## src/rtl/wb_pkg.sv

```systemverilog
// rtl/wb_pkg.sv - shared Wishbone master state type and bus width defaults
package wb_pkg;

    localparam int WB_AW = 32;
    localparam int WB_DW = 32;

    typedef enum logic [1:0] {
        IDLE,
        BUS,
        RETRY,
        RESP
    } wb_state_t;

endpackage

```

## src/rtl/wb_master_ctrl.sv

```systemverilog
// rtl/wb_master_ctrl.sv - single-transfer Wishbone B3 classic bus master
module wb_master_ctrl
    import wb_pkg::*;
#(
    parameter int AW        = WB_AW,
    parameter int DW        = WB_DW,
    parameter int MAX_RETRY = 3,
    parameter int TIMEOUT   = 255
) (
    input  logic            clk,
    input  logic            rst,
    output logic [AW-1:0]   adr,
    input  logic [DW-1:0]   din,
    output logic [DW-1:0]   dout,
    output logic            cyc,
    output logic            stb,
    output logic [DW/8-1:0] sel,
    output logic            we,
    input  logic            ack,
    input  logic            err,
    input  logic            rty,
    input  logic            cmd_valid,
    output logic            cmd_ready,
    input  logic            cmd_we,
    input  logic [AW-1:0]   cmd_adr,
    input  logic [DW/8-1:0] cmd_sel,
    input  logic [DW-1:0]   cmd_wdata,
    output logic            rsp_valid,
    output logic [DW-1:0]   rsp_rdata,
    output logic            rsp_err,
    output logic            rsp_tmo
);

    localparam int RCW = (MAX_RETRY > 0) ? $clog2(MAX_RETRY + 1) : 1;
    localparam int WCW = (TIMEOUT > 1) ? $clog2(TIMEOUT + 1) : 1;

    wb_state_t         state, state_next;
    logic [RCW-1:0]    retry_cnt, retry_next;
    logic [WCW-1:0]    wait_cnt, wait_next;
    logic              cyc_next, valid_next, err_next, tmo_next, we_next;
    logic [AW-1:0]     adr_next;
    logic [DW-1:0]     dout_next, rdata_next;
    logic [DW/8-1:0]   sel_next;
    logic              tmo_hit, retry_spent;

    // Abort fires on the edge closing the TIMEOUT-th strobed cycle with no reply.
    assign tmo_hit     = (TIMEOUT != 0) && (wait_cnt == WCW'(TIMEOUT - 1));
    assign retry_spent = (retry_cnt == RCW'(MAX_RETRY));

    assign stb       = cyc;
    assign cmd_ready = (state == IDLE);

    always_comb begin
        state_next = state;
        cyc_next   = cyc;
        wait_next  = wait_cnt;
        retry_next = retry_cnt;
        adr_next   = adr;
        dout_next  = dout;
        sel_next   = sel;
        we_next    = we;
        rdata_next = rsp_rdata;
        err_next   = rsp_err;
        tmo_next   = rsp_tmo;
        valid_next = 1'b0;
        case (state)
            IDLE: begin
                if (cmd_valid) begin
                    state_next = BUS;
                    cyc_next   = 1'b1;
                    adr_next   = cmd_adr;
                    sel_next   = cmd_sel;
                    we_next    = cmd_we;
                    dout_next  = cmd_we ? cmd_wdata : '0;
                    wait_next  = '0;
                    retry_next = '0;
                end
            end
            BUS: begin
                if (ack) begin
                    if (!we) begin
                        rdata_next = din;
                    end
                    cyc_next   = 1'b0;
                    state_next = RESP;
                    valid_next = 1'b1;
                    err_next   = 1'b0;
                    tmo_next   = 1'b0;
                end else if (err || (rty && retry_spent)) begin
                    cyc_next   = 1'b0;
                    state_next = RESP;
                    valid_next = 1'b1;
                    err_next   = 1'b1;
                    tmo_next   = 1'b0;
                end else if (rty) begin
                    cyc_next   = 1'b0;
                    state_next = RETRY;
                    retry_next = retry_cnt + 1'b1;
                end else if (tmo_hit) begin
                    cyc_next   = 1'b0;
                    state_next = RESP;
                    valid_next = 1'b1;
                    err_next   = 1'b1;
                    tmo_next   = 1'b1;
                end else begin
                    wait_next = wait_cnt + 1'b1;
                end
            end
            RETRY: begin
                state_next = BUS;
                cyc_next   = 1'b1;
                wait_next  = '0;
            end
            RESP: begin
                state_next = IDLE;
                err_next   = 1'b0;
                tmo_next   = 1'b0;
            end
            default: begin
                state_next = IDLE;
                cyc_next   = 1'b0;
            end
        endcase
    end

    always_ff @(posedge clk or negedge rst) begin
        if (!rst) begin
            state     <= IDLE;
            cyc       <= 1'b0;
            wait_cnt  <= '0;
            retry_cnt <= '0;
            adr       <= '0;
            dout      <= '0;
            sel       <= '0;
            we        <= 1'b0;
            rsp_valid <= 1'b0;
            rsp_rdata <= '0;
            rsp_err   <= 1'b0;
            rsp_tmo   <= 1'b0;
        end else begin
            state     <= state_next;
            cyc       <= cyc_next;
            wait_cnt  <= wait_next;
            retry_cnt <= retry_next;
            adr       <= adr_next;
            dout      <= dout_next;
            sel       <= sel_next;
            we        <= we_next;
            rsp_valid <= valid_next;
            rsp_rdata <= rdata_next;
            rsp_err   <= err_next;
            rsp_tmo   <= tmo_next;
        end
    end

endmodule

```

## config.mk

```make
export PLATFORM = sky130hd
export DESIGN_NAME = wb_master_ctrl
export DESIGN_NICKNAME = d
export VERILOG_FILES = /design/src/rtl/wb_pkg.sv /design/src/rtl/wb_master_ctrl.sv
export SDC_FILE = /design/constraint.sdc
export NUM_CORES = 1
export LEC_CHECK = 0
export ABC_CLOCK_PERIOD_IN_PS = 1990
export CORE_AREA = 3 3 131 133
export DETAILED_ROUTE_END_ITERATION = 6
export DIE_AREA = 0 0 134 136
export DONT_BUFFER_PORTS = 1
export GPL_TIMING_DRIVEN = 0
export PLACE_DENSITY_LB_ADDON = 0.25
export SLEW_MARGIN = 20
export SYNTH_ARGS = -nofsm -noshare
export SYNTH_HDL_FRONTEND = slang
export SYNTH_SLANG_ARGS = --single-unit
```

## constraint.sdc

```tcl
create_clock -name clk -period 1.99 [get_ports clk]
set_input_delay 0.597 -clock clk [delete_from_list [all_inputs] [get_ports clk]]
set_output_delay 0.597 -clock clk [all_outputs]
set_load 0.03 [all_outputs]
```

Word level (Yosys, flattened, before mapping)

Cells that the tools add are included.

Register bits: 117
Output and inout bits: 107
Logic and storage cells: 79

Add/subtract/negate cells: 2
Equality and inequality tests: 14
Multiplexer cells: 37
Bitwise gates (word level): 1
Reduce and logical (&&, ||, !) cells: 13

Operators with widths:

| operator                                            | number |
|---|---|
| 2-to-1 mux 8 bit                                    | 5 |
| 2-to-1 mux 32 bit                                   | 1 |
| case mux 8 bit (3 select lines)                     | 1 |
| 2-to-1 mux 2 bit                                    | 9 |
| 2-to-1 mux 1 bit                                    | 16 |
| inequality test 2 bit, second input constant        | 6 |
| AND reduction 3 bit                                 | 3 |
| adder 8 x 1 -> 8 bit, second input constant         | 1 |
| equality test 8 bit, second input constant          | 1 |
| inequality test 4 bit, second input constant        | 2 |
| case mux 2 bit (4 select lines)                     | 1 |
| equality test 2 bit, second input constant          | 3 |
| AND reduction 6 bit                                 | 1 |
| inequality test 5 bit, second input constant        | 1 |
| AND reduction 5 bit                                 | 1 |
| case mux 1 bit (2 select lines)                     | 2 |
| case mux 2 bit (2 select lines)                     | 1 |
| AND reduction 2 bit                                 | 2 |
| nonzero test 2 bit                                  | 2 |
| case mux 1 bit (3 select lines)                     | 1 |
| nonzero test 3 bit                                  | 1 |
| adder 2 x 1 -> 2 bit, second input constant         | 1 |
| equality test 2 x 1 -> 1 bit, second input constant | 1 |
| zero test 2 bit                                     | 1 |
| other kinds (3)                                     | 3 |

Logic depth before layout (Yosys ltp)

Gate-level depths: netlist (run 1).

Word-level depth: 6
Mapped depth: 7
Gate-level depth less buffers: 6

Worst setup path before layout (run 1)

No wires, ideal clock.

Path kind: reg2reg
Start: register state[0]
End: register adr[0]
Arrival time: 1.571 ns
Data required time: 1.865 ns
Slack: 0.295 ns
Stages on the path, launching flop included: 6
Path buffers: 2
Clock period less this slack: 1.695 ns
Cell sequence: dfrtp_1 > nor2_1 > nand2_1 > buf_2 > buf_2 > mux2_2

Longest elaborated chain between the ends: 2

RTL lines:

| what                                 | RTL line              | source |
|---|---|---|
| start: declaration                   | wb_master_ctrl.sv:37  | `wb_state_t state, state_next;` |
| start signal: assignment             | wb_master_ctrl.sv:141 | `state <= state_next;` |
| zero test 2 bit                      | --                    |  |
| via cmd_ready                        | wb_master_ctrl.sv:23  | `output logic cmd_ready,` |
| AND reduction 2 bit (no source line) | --                    |  |
| end signal: assignment               | wb_master_ctrl.sv:145 | `adr <= adr_next;` |
| end: declaration                     | wb_master_ctrl.sv:12  | `output logic [AW-1:0] adr,` |

The timed path passes the listed nets, and every way through them passes these cells.
A chain may end at the register's enable or synchronous reset.

Worst setup path after layout (run 1)

Start: register state[0]
End: register dout[13]

Longest elaborated chain between the ends: 2

RTL lines:

| what                                 | RTL line              | source |
|---|---|---|
| zero test 2 bit                      | --                    |  |
| via cmd_ready                        | wb_master_ctrl.sv:23  |  |
| AND reduction 2 bit (no source line) | --                    |  |
| end signal: assignment               | wb_master_ctrl.sv:146 | `dout <= dout_next;` |
| end: declaration                     | wb_master_ctrl.sv:14  | `output logic [DW-1:0] dout,` |

The timed path passes the listed nets, and every way through them passes these cells.

==> results_dict.tcl, run 1 <==
set metrics [dict create \
    clock-root-buffer "clkbuf_16" \
    drt_iter0_drc 185 \
    avgSynthCellArea_um2 12.4 \
    n_antenna_cell 0 \
    synth-xor-area-share_pct 0 \
    core-area_um2 15900 \
    numPortBuffers 0 \
    hold_path.class "primary input to asynchronous set/reset pin" \
    required_ps 2250 \
    status "finished, violations left" \
    post-route-period-util_pct 90.2 \
    cts_tree "done" \
    die_w_um 134 \
    cts_sinks 117 \
    ys.flop_type "dfrtp_1" \
    clk_latency_ps 410 \
    wl_per_cell_um 18.0 \
    final_nets 514 \
    sequentialPowerShare_pct 57.3 \
    max_stage_delay_ps 400 \
    synthSimpleGateAreaFrac_pct 11.0 \
    grt_max_degree 118 \
    dp_cells 601 \
    synth_compound_area_share_pct 7.31 \
    cts_buffers 17 \
    worstPathArrival_ps 2050 \
    synth_top_family_by_area "multiplexers" \
    htreeDepth 4 \
    rows 46 \
    path_clk_slew_ps 50 \
    crit_chain "nor2_2, nand2_1, buf_2, buf_1, nand2_1, o21ai_0" \
    viasPerCell 4.78 \
    synth_nets 495 \
    antenna_found_initial 0 \
    irDropWorstVdd_uv 680 \
    max_slew_margin_pct 52.4 \
    p_int_mw 6.31 \
    synth_warnings 0 \
    cpMostUsedCell "nand2_1" \
    power_mw 11.1 \
    met1_length_um 4550 \
    grt_first_pass_wirelength_um 17400 \
    swShare_pct 43.4 \
    worstMarginPinSlew_ps 711 \
    syn_inst 385 \
    synth_area_um2 4780 \
    cp-start-kind "register" \
    top_layer_used "met4" \
    fmaxAchievable_ghz 0.557 \
    synth_area_leader_cell "dfrtp_1" \
    whs_ps -115 \
    final-max-slew-violation-count 0 \
    drive_gt1_share_pct 27.5 \
    grt_setup_unrepaired "false" \
    first_global_vias 3280 \
    start_util_pct 30.0 \
    cpMaxStageDelayCell "dfrtp_1" \
    ys_seq_elements 117 \
    synth_mux_area_share_pct 16.5 \
    gr-usage-all-layers_pct 12.4 \
    gp_congestion 0.732 \
    setup_viol 0 \
    end_kind "register" \
    switching_power_mw 4.83 \
    fin_tns_setup_ps 0 \
    dieArea_um2 18200 \
    final_hold_viol_count 117 \
    power_density_nw_per_um2 1990 \
    layoutNonFillerInstCount 630 \
    postRouteAntennaNets 0 \
    synth_fa_ha_area_share_pct 0.786 \
    area_growth_pct 17.1 \
    synth_edf_count 0 \
    synthArstFlopShare_pct 100 \
    violations "negative hold slack" \
    synth_area_leaders "dfrtp_1, mux2_2, nand2_1, o21ai_0, nand3_1" \
    combPwrFrac_pct 17.4 \
    io_pins 214 \
    vias 3012 \
    crit_family "simple AND/OR/NAND/NOR gates" \
    wl_met2_um 5470 \
    clockBufferDepth 2 \
    synth_top_area_share_pct 61.3 \
    leakagePower_nw 2.44 \
    post-cts-setup-buffers 0 \
    drtPass1Iterations 7 \
    totalWireLength_um 11400 \
    skew_ps 12.0 \
    cap_violations 0 \
    drc_errors 0 \
    path_class "register to register" \
    n_fill_cell 1597 \
    grt-ovfl-total 0 \
    worst-path-buf-inv 2 \
    clkPwrFrac_pct 25.2 \
    period_needed_ps 1800 \
    yosysUniqueCellTypes 42 \
    fp.dieH_um 136 \
    final_core_utilization_pct 35.1 \
    crit_fanout 10 \
    dr_wl_met3_um 1040 \
    dp_hpwl_um 8300 \
    ys_seq_area_share_pct 61.3 \
]
-- sequential cells by signal (all words and copies together), names as in the netlist, 2 cells and up --
register / flops
wait_cnt: 8
dout: 32
retry_cnt: 2
state: 2
sel: 4
rsp_rdata: 32
adr: 32
-- Yosys cell counts (3+ instances only) --
cell	n
and3_1	3
buf_2	5
buf_4	3
buf_6	4
clkbuf_1	10
dfrtp_1	117
ha_1	3
inv_1	3
mux2_2	67
nand2_1	68
nand3_1	18
nor2_1	5
o211ai_1	3
o21ai_0	36
o311ai_0	3
or3_1	5
-- cells in the final DEF (no fill, tap or decap), types with 4 or more instances in the layout --
cell	count
clkbuf_16	17
dfrtp_1	117
buf_2	5
clkbuf_1	13
clkinv_2	4
o21ai_0	36
buf_6	4
or3_1	5
mux2_2	67
nand3_1	18
nor2_1	4
nand2_1	68
clkbuf_8	4
-- cell type report --
cell class | count | area (um^2) | area share [%]
sequential | 117 | 2930 | 52.4
tap | 216 | 270 | 4.83
buffer | 23 | 134 | 2.39
inverter | 4 | 15.0 | 0.269
clock inverter | 5 | 50.0 | 0.895
clock buffer | 24 | 492 | 8.79
multi-input combinational | 241 | 1700 | 30.5
-- routing by layer --
metal  vias to the layer above  global-route usage (%)
li1                       1381                       -
met1                      1461                    14.1
met2                       153                    19.8
met3                        17                    5.07
met4                         0                    6.74
met5                         -                       0
-- worst register-to-register path: stages, from the launching register on --
cell and delay, ps:
dfrtp_1 400, nor2_2 360, nand2_1 150, buf_2 220, buf_1 300, nand2_1 150
o21ai_0 80
-- stage by stage --
step | instance area, um^2 | hold WS [ps] | worst slack (ps)
after floorplan | 4780 | 301 | 295
after CTS | 5590 | -140 | 121
final | 5590 | -115 | 194
after global routing | 5590 | -139 | 17.9
after global placement | 5050 | 304 | -50.6
after detailed placement | 5050 | 303 | -68.3
-- kinds of logic (layout without fill, tap and decap cells) --
family          count (synthesis)  count (layout)
flops                         117             117
simple gates                  111             111
mux                            70              70
compound gates                 57              57
buf+inv                        27              56
fa+ha+maj                       3               3
-- final timing paths --
check / depth (start not counted) / endpoint / start / slack [ps]
max: 6 / dout[13] / state[0] / 190
min reg2reg: 2 / retry_cnt[1] / retry_cnt[1] / 520
min in group clk: 2 / dout[10] / cmd_wdata[10] / 320
min: 0 / retry_cnt[0] / rst / -120
max reg2reg: 6 / dout[13] / state[0] / 190
max in group asynchronous: 0 / adr[4] / rst / 1950
-- power groups by stage --
stage                     sequential (mW)  clock (mW)  combinational, mW
after global placement               6.44           0               1.91
after floorplan                      6.14           0               1.65
after detailed placement             6.46           0               2.00
after CTS                            6.43        2.91               1.99
after global routing                 6.53        3.03               2.19
final                                6.39        2.81               1.94
-- timing repair --
item,4_1_cts,5_1_grt
hold endpoints to repair,117,117
resized for setup,1,0
endpoints found under the setup margin,42,0
No activity file was read; power rests on OpenSTA's default activity.
==> run 2: changes to the inputs <==
--- a/config.mk
+++ b/config.mk
@@ -7,6 +7,7 @@
 export LEC_CHECK = 0
 export ABC_CLOCK_PERIOD_IN_PS = 1990
 export CORE_AREA = 3 3 131 133
+export CTS_CLUSTER_DIAMETER = 120
 export DETAILED_ROUTE_END_ITERATION = 6
 export DIE_AREA = 0 0 134 136
 export DONT_BUFFER_PORTS = 1
==> results of run 2 <==
No change in the layout: final DEF, timing and power equal those of run 1.
==> run 3: changes to the inputs <==
--- a/config.mk
+++ b/config.mk
@@ -7,6 +7,7 @@
 export LEC_CHECK = 0
 export ABC_CLOCK_PERIOD_IN_PS = 1990
 export CORE_AREA = 3 3 131 133
+export CTS_BUF_LIST = sky130_fd_sc_hd__clkbuf_8
 export CTS_CLUSTER_DIAMETER = 120
 export DETAILED_ROUTE_END_ITERATION = 6
 export DIE_AREA = 0 0 134 136
==> run 3 against run 2 <==
Compared with the run above:
- hold slack got worse by 20 ps
- combinational power barely moved
- critical path depth unchanged
- flip-flop and latch count unchanged
- via count up 0.63%
- non-clock buffer count unchanged
- register-to-register slack barely moved
- largest cell class unchanged
- the run still ends with negative hold slack left
- die area unchanged
==> results_dict.tcl, run 3 (same netlist as run 1, synthesis figures left out) <==
set metrics [dict create \
    status "finished, violations left" \
    violations "negative hold slack" \
    whs_ps -135 \
    first_global_vias 3272 \
    max_slew_margin_pct 53.1 \
    vias 3031 \
    core-area_um2 15900 \
    layoutNonFillerInstCount 630 \
    multiInputGateArea_um2 1700 \
    period_needed_ps 1800 \
    fp.dieH_um 136 \
    postRouteAntennaNets 0 \
    cts_tree "done" \
    numPortBuffers 0 \
    grt_first_pass_wirelength_um 17300 \
    required_ps 2260 \
    end_kind "register" \
    fin_tns_setup_ps 0 \
    n_antenna_cell 0 \
    drive_gt1_share_pct 27.5 \
    final-max-slew-violation-count 0 \
    viasPerCell 4.81 \
    path_class "register to register" \
    io_pins 214 \
    drtPass1Iterations 7 \
    final_hold_viol_count 117 \
    leakagePower_nw 2.36 \
    wl_per_cell_um 18.0 \
    worstMarginPinSlew_ps 701 \
    cp-start-kind "register" \
    clockBufferDepth 2 \
    n_fill_cell 1612 \
    hold_path.class "primary input to asynchronous set/reset pin" \
    drc_errors 0 \
    clock-root-buffer "clkbuf_8" \
    clk_latency_ps 420 \
    fmaxAchievable_ghz 0.556 \
    grt_max_degree 118 \
    area_growth_pct 13.0 \
    drt_iter0_drc 175 \
    skew_ps 10.5 \
    grt-ovfl-total 0 \
    most-common-layout-cells "dfrtp_1, nand2_1, mux2_2" \
    crit_fanout 10 \
    final_core_utilization_pct 33.9 \
    dp_cells 601 \
    totalWireLength_um 11400 \
    rows 46 \
    irDropWorstVdd_uv 679 \
    dp_hpwl_um 8300 \
    gr-usage-all-layers_pct 12.4 \
    power_density_nw_per_um2 1910 \
    antenna_found_initial 0 \
    rr_worst_depth 6 \
    die_w_um 134 \
    dieArea_um2 18200 \
    reg_top3 "adr: 32 flops, dout: 32 flops, rsp_rdata: 32 flops" \
    power_mw 10.3 \
    worstPathArrival_ps 2070 \
    cts_sinks 117 \
    regToRegSetupSlack_ps 190 \
    seqCellArea_um2 2930 \
    final_common_cell "dfrtp_1" \
    gp_congestion 0.732 \
    start_util_pct 30.0 \
    grt_setup_unrepaired "false" \
    htreeDepth 4 \
    final_nets 514 \
    post-route-period-util_pct 90.3 \
    cap_violations 0 \
    setup_viol 0 \
    cts_buffers 17 \
    path_clk_slew_ps 70 \
]
## run 3: worst paths after layout
check,from,endpoint
hold / removal,rst,retry_cnt[0]
setup reg to reg,state[0],dout[13]
hold reg to reg,retry_cnt[1],retry_cnt[1]
max in group asynchronous,rst,adr[4]
setup / recovery,state[0],dout[13]
min in group clk,cmd_wdata[4],dout[4]
## run 3: layout make-up
class | instances | share of cell area [%]
flip-flops and latches | 117 | 54.2
multi-input cells | 241 | 31.5
clock buffers | 21 | 5.35
well taps | 216 | 5.00
plain buffers | 23 | 2.48
clock inverters | 8 | 1.14
inverters | 4 | 0.278
## run 3: what timing repair did
item,4_1_cts,5_1_grt
hold endpoints to repair,117,117
buffers inserted,0,0
setup endpoints to repair,42,0
gates resized for setup,1,0
## run 3: metal layers
layer  share of wire (%)  vias up  wire [um]  global-route usage (%)
met5                   0        -          0                       0
met4                 2.5        0        282                    6.74
met3                 9.1       18       1040                    5.18
met2                  48      150       5470                    19.7
met1                  40     1487       4580                    14.2
li1                    -     1376          -                       -
## run 3: metrics by stage
stage | cell area, um^2 | worst slack, ps
2_1_floorplan | 4780 | 295
3_3_place_gp | 5050 | -50.6
3_5_place_dp | 5050 | -68.3
4_1_cts | 5400 | 117
5_1_grt | 5400 | 16.5
6_report | 5400 | 192
## run 3: power breakdown
part	switching [mW]	internal [mW]
logic	0.907	1.04
registers	2.93	3.45
clock network	0.892	1.08
## run 3: critical path, cell delays in order, from the launching register on
cell and delay [ps]:
dfrtp_1 410, nor2_2 360, nand2_1 140, buf_2 220
buf_1 300, nand2_1 140, o21ai_0 80
